## src/rtl/pc_sequencer_pkg.sv

```systemverilog
// Shared fetch-side CPU constants: reset/exception vectors, fetch FSM encoding
// and the fetch packet layout used between the sequencer and IF/ID.
package pc_sequencer_pkg;

    localparam logic [31:0] RESET_PC_DEFAULT = 32'hbfc0_0000;
    localparam logic [31:0] EXC_VEC_DEFAULT  = 32'hbfc0_0380;
    localparam logic [31:0] PC_STEP          = 32'd4;
    localparam logic [31:0] NOP_INST         = 32'h0000_0000;

    typedef enum logic [1:0] {
        ST_IDLE = 2'd0,
        ST_REQ  = 2'd1,
        ST_WAIT = 2'd2,
        ST_HOLD = 2'd3
    } fetch_state_e;

    typedef enum logic [1:0] {
        SEL_SEQ  = 2'd0,
        SEL_BR   = 2'd1,
        SEL_ERET = 2'd2,
        SEL_EXC  = 2'd3
    } pc_sel_e;

    typedef struct packed {
        logic [31:0] pc;
        logic [31:0] inst;
        logic        adel;
    } fetch_pkt_t;

    function automatic logic word_aligned(input logic [1:0] low_bits);
        return (low_bits == 2'b00);
    endfunction

endpackage

```

## src/rtl/pc_next_mux.sv

```systemverilog
// Priority select of the next fetch address: exception > eret > branch > pc+4.
// Purely combinational so other units can instantiate the same rule.
module pc_next_mux
    import pc_sequencer_pkg::*;
#(
    parameter logic [31:0] EXC_VEC = EXC_VEC_DEFAULT
) (
    input  logic        excpt_i,
    input  logic        eret_i,
    input  logic        br_taken_i,
    input  logic [31:0] epc_i,
    input  logic [31:0] br_target_i,
    input  logic [31:0] pc_i,
    output logic [31:0] next_pc_o,
    output logic        redirect_o
);

    pc_sel_e sel;

    always_comb begin
        sel = SEL_SEQ;
        if (excpt_i) begin
            sel = SEL_EXC;
        end else if (eret_i) begin
            sel = SEL_ERET;
        end else if (br_taken_i) begin
            sel = SEL_BR;
        end
    end

    always_comb begin
        next_pc_o = pc_i + PC_STEP;
        case (sel)
            SEL_EXC:  next_pc_o = EXC_VEC;
            SEL_ERET: next_pc_o = epc_i;
            SEL_BR:   next_pc_o = br_target_i;
            default:  next_pc_o = pc_i + PC_STEP;
        endcase
    end

    assign redirect_o = (sel != SEL_SEQ);

endmodule

```

## src/rtl/pc_sequencer.sv

```systemverilog
// Instruction fetch sequencer: one outstanding SRAM read at a time, a single
// packet buffer toward IF/ID, and redirect handling with in-flight cancellation.
module pc_sequencer
    import pc_sequencer_pkg::*;
#(
    parameter logic [31:0] RESET_PC = RESET_PC_DEFAULT,
    parameter logic [31:0] EXC_VEC  = EXC_VEC_DEFAULT
) (
    input  logic        clk,
    input  logic        resetn,
    input  logic        id_allow_in,
    input  logic        br_taken,
    input  logic [31:0] br_target,
    input  logic        excpt,
    input  logic        eret,
    input  logic [31:0] epc,
    output logic        inst_req,
    output logic [31:0] inst_addr,
    input  logic        inst_addr_ok,
    input  logic        inst_data_ok,
    input  logic [31:0] inst_rdata,
    output logic        if_valid,
    output logic [31:0] if_pc,
    output logic [31:0] if_inst,
    output logic        if_adel
);

    fetch_state_e state_q, state_d;
    logic [31:0]  pc_q, pc_d;
    logic         cancel_q, cancel_d;
    fetch_pkt_t   pkt_q, pkt_d;

    logic [31:0]  mux_pc;
    logic         redirect;
    logic         pc_ok;

    pc_next_mux #(
        .EXC_VEC (EXC_VEC)
    ) u_next_mux (
        .excpt_i     (excpt),
        .eret_i      (eret),
        .br_taken_i  (br_taken),
        .epc_i       (epc),
        .br_target_i (br_target),
        .pc_i        (pc_q),
        .next_pc_o   (mux_pc),
        .redirect_o  (redirect)
    );

    assign pc_ok = word_aligned(pc_q[1:0]);

    always_comb begin
        state_d  = state_q;
        pc_d     = pc_q;
        cancel_d = cancel_q;
        pkt_d    = pkt_q;
        inst_req = 1'b0;

        case (state_q)
            ST_IDLE: begin
                state_d = ST_REQ;
                if (redirect) begin
                    pc_d = mux_pc;
                end
            end

            ST_REQ: begin
                if (redirect) begin
                    pc_d = mux_pc;
                end
                if (!pc_ok) begin
                    // Misaligned fetch never reaches SRAM; a redirect retries from REQ.
                    if (!redirect) begin
                        state_d    = ST_HOLD;
                        pkt_d.pc   = pc_q;
                        pkt_d.inst = NOP_INST;
                        pkt_d.adel = 1'b1;
                    end
                end else begin
                    inst_req = 1'b1;
                    if (inst_addr_ok) begin
                        state_d  = ST_WAIT;
                        cancel_d = redirect;
                    end
                end
            end

            ST_WAIT: begin
                if (redirect) begin
                    pc_d = mux_pc;
                end
                if (inst_data_ok) begin
                    cancel_d = 1'b0;
                    if (cancel_q || redirect) begin
                        state_d = ST_REQ;
                    end else begin
                        state_d    = ST_HOLD;
                        pkt_d.pc   = pc_q;
                        pkt_d.inst = inst_rdata;
                        pkt_d.adel = 1'b0;
                    end
                end else if (redirect) begin
                    cancel_d = 1'b1;
                end
            end

            ST_HOLD: begin
                // mux_pc is pc+4 unless a redirect overrides; both leave HOLD.
                if (redirect || id_allow_in) begin
                    pc_d    = mux_pc;
                    state_d = ST_REQ;
                end
            end

            default: begin
                state_d = ST_IDLE;
            end
        endcase
    end

    always_ff @(posedge clk or negedge resetn) begin
        if (!resetn) begin
            state_q    <= ST_IDLE;
            pc_q       <= RESET_PC;
            cancel_q   <= 1'b0;
            pkt_q.pc   <= RESET_PC;
            pkt_q.inst <= NOP_INST;
            pkt_q.adel <= 1'b0;
        end else begin
            state_q  <= state_d;
            pc_q     <= pc_d;
            cancel_q <= cancel_d;
            pkt_q    <= pkt_d;
        end
    end

    assign inst_addr = pc_q;
    assign if_valid  = (state_q == ST_HOLD);
    assign if_pc     = pkt_q.pc;
    assign if_inst   = pkt_q.inst;
    assign if_adel   = pkt_q.adel;

endmodule

```

## config.mk

```make
export PLATFORM = sky130hd
export DESIGN_NAME = pc_sequencer
export DESIGN_NICKNAME = d
export VERILOG_FILES = /design/src/rtl/pc_sequencer_pkg.sv /design/src/rtl/pc_next_mux.sv /design/src/rtl/pc_sequencer.sv
export SDC_FILE = /design/constraint.sdc
export NUM_CORES = 1
export LEC_CHECK = 0
export ABC_AREA = 1
export BUFFER_PORTS_ARGS = -buffer_cell sky130_fd_sc_hd__buf_2
export CAP_MARGIN = 20
export CORE_MARGIN = 5
export CORE_UTILIZATION = 47
export DETAILED_ROUTE_END_ITERATION = 10
export MAX_ROUTING_LAYER = met4
export PLACE_DENSITY = 0.88
export SLEW_MARGIN = 10
export SYNTH_ARGS = -nofsm -noshare
export SYNTH_HDL_FRONTEND = slang
export SYNTH_SLANG_ARGS = --single-unit
```

## constraint.sdc

```tcl
create_clock -name clk -period 3.69 [get_ports clk]
set_input_delay 0.369 -clock clk [delete_from_list [all_inputs] [get_ports clk]]
set_output_delay 0.369 -clock clk [all_outputs]
set_load 0.01 [all_outputs]
```

==> metrics <==
outcome=complete, no violations; Pleak=0.003568 uW; Final Critical Period=2.374 ns; Synth top area share=37.62%; post-CTS setup buffer count=0; capture point of the critical path=if_inst[9]; unrepaired setup endpoints after global routing=false; worst reg2reg setup slack=1.40 ns; Post-Synthesis Cell Area=5454 um^2; hold buffer count at cts=0; Synth cell types=36; sequential area share after synthesis=46.30%; Largest delay share family, worst path=buffers and inverters; EDFF count, synth=0; cell area after placement=6286 um^2; Die Y=117.7 um; final worst slack=1.316 ns; final wirelength=16.34 mm; root buf cell=clkbuf_16; H-tree depth=3; max incr delay on CP=0.42 ns; first-pass GRT wire length=26.30 mm; Area Overhead vs Synth=21.31%; type of origin of the critical path=input port; core area=11420 um^2; proportion of layout cells with a drive suffix above 1=29.91%; Avg Inst Size Synth=7.870 um^2; start point of the critical path=eret; Max Cap Violations=0; post_cts resized=0; Post-synth top flop=dfrtp_1; maximum vdd drop=465.2 uV; Routed Antenna Nets=0; Yosys warning total=0; FF-to-FF End=inst_addr[28]; post-detailed-route wirelength per cell=16.36 um; setup TNS=0 ns; most common cell in the netlist=nand2_1; Num CTS Buffers=9; CTS tree=built; cell area after layout=6616 um^2; GP Congestion=0.9303; clk_lat worst skew=0.34 ns; Worst path depth=8; Rel. slew slack=55.31%; Slew @ Worst Pin=0.6696 ns; Max stage delay cell, worst path=buf_4; DP Worst Slack=0.9649 ns; required time of the critical path=3.91 ns; CP most frequent cell=buf_4; # port buffers=202; vias in the first global route=5101; initial core utilization=47.76%; num rows=39; router iterations before antenna repair=5; Reg-to-Reg Start=state_q[0]; endpoints failing hold=0; final setup fails=0; Register Area=2525 um^2; fin crit share=64.34%; worst path arrival time=2.60 ns; HPWL after detailed placement=12.51 mm; # DRC=0; diode count=0; FF-to-FF path depth=8; fillers=1074; I/O pin count=203; Clock Skew=0.004077 ns; total grt overflow=0; Hold/Removal Path Class=input port to asynchronous set/reset pin; cells after synthesis=693; syn nets=801; CTS clk-pin slew, worst paths=0.07 ns; multi-input combinational cell area=2295 um^2; WS Path Type=input port to flip-flop; synth cell count leaders=nand2_1 (196), nor2_1 (84), dfrtp_1 (82), inv_1 (57), o21ai_0 (41); PD cells=578.3 nW/um^2; die area=13860 um^2; largest cells by area after synthesis=dfrtp_1 (38%), nand2_1 (13%), dfstp_2 (8.7%), a22o_1 (6.1%), nor2_1 (5.8%); Setup crit end kind=flip-flop; DRT iter0 DRCs=561; die width=117.7 um; DR vias=5243; CP Cell Sequence=buf_2, nor2_4, nand2_2, buf_4, inv_2, nand4_4, buf_4, a22o_1; asr flop ratio synth=100.0%; antenna violations before repair=0; Max Fclk=421.2 MHz; Slew Viols, Final=0; Clock Path Buffers=2; drt via density=5.248; Worst Path Buf+Inv=4; # clock sinks=100; NumNets Final=959; crit path max fanout=67; Tot GR Track Use=23.71%; FF+latch count, synth=100; Yosys top cell by area=dfrtp_1; largest net degree at the start of global routing=68
metal layers:
layer	track usage (%)	vias to the layer above	wire, um
met5	-	-	0
met4	5.950	0	216
met3	4.373	16	1248
met2	37.09	234	7665
met1	32.07	2449	7209
li1	-	2544	-
cell usage in the layout, fill, tap and decap left out, types with 3 or more instances in the layout:
| master | netlist | final |
|---|---|---|
| a22o_1 | 38 | 38 |
| a31oi_1 | 3 | 3 |
| buf_2 | 15 | 201 |
| nor2_1 | 84 | 84 |
| nor2_4 | 4 | 4 |
| a211oi_1 | 8 | 8 |
| dfstp_2 | 18 | 18 |
| dfrtp_1 | 82 | 82 |
| nand2_1 | 196 | 196 |
| o211ai_1 | 3 | 3 |
| ha_1 | 4 | 4 |
| clkbuf_16 | 0 | 9 |
| nand3_1 | 32 | 32 |
| o21ai_0 | 41 | 41 |
| nor3_1 | 3 | 3 |
| inv_2 | 4 | 4 |
| inv_1 | 57 | 57 |
| buf_4 | 36 | 7 |
| a21oi_1 | 37 | 37 |
| inv_6 | 0 | 3 |
how the worst min path moves through the flow:
stage | start | endpoint | slack, ns | cells after the start
2_1_floorplan | resetn | cancel_q | 0.07 | 0
3_3_place_gp | if_pc[4] | if_pc[4] | 0.46 | 2
3_5_place_dp | if_pc[18] | if_pc[18] | 0.46 | 2
4_1_cts | resetn | if_inst[7] | 0.15 | 2
5_1_grt | resetn | if_inst[10] | 0.18 | 2
6_report | resetn | if_inst[10] | 0.13 | 2
registers in the layout (all words and copies together), names as in the netlist:
name,flops
if_inst,32
inst_addr,32
state_q,2
if_adel,1
if_pc,32
cancel_q,1
stage by stage:
stage                     instances  hold slack [ns]  power [uW]  util (%)
after floorplan                 693          0.07341        2311         -
after global placement          983           0.4581        2778     55.05
after detailed placement        983           0.4599        2816     55.05
after CTS                       999           0.1454        3861     57.94
after global routing            999           0.1755        4074     57.94
final                           999           0.1260        3826     57.94
power by group:
part | switching, uW | internal (uW) | leakage [uW]
sequential | 211 | 1440 | 0.00127
combinational | 657 | 479 | 0.00214
clock | 431 | 607 | 0.000159
logic make-up (layout without fill, tap and decap cells):
logic type,count (synthesis),count (layout),share of synthesized area (%)
AOI/OAI and AO/OA,138,138,16.27
DFF,100,100,46.29
and+or+nand+nor,326,326,24.41
buffers and inverters,122,285,11.63
xor gates and xnor gates,3,3,0.4818
adders and majority gates,4,4,0.9177
cell type report:
cell class              count  share of cell area [%]
flip-flops and latches    100                   38.16
well taps                 143                   2.704
clock inverters             7                   1.589
repair buffers            208                   16.00
clock buffers               9                   3.404
multi-input cells         471                   34.68
inverters                  61                   3.461
Note: power is estimated with default switching activity, not from simulation.
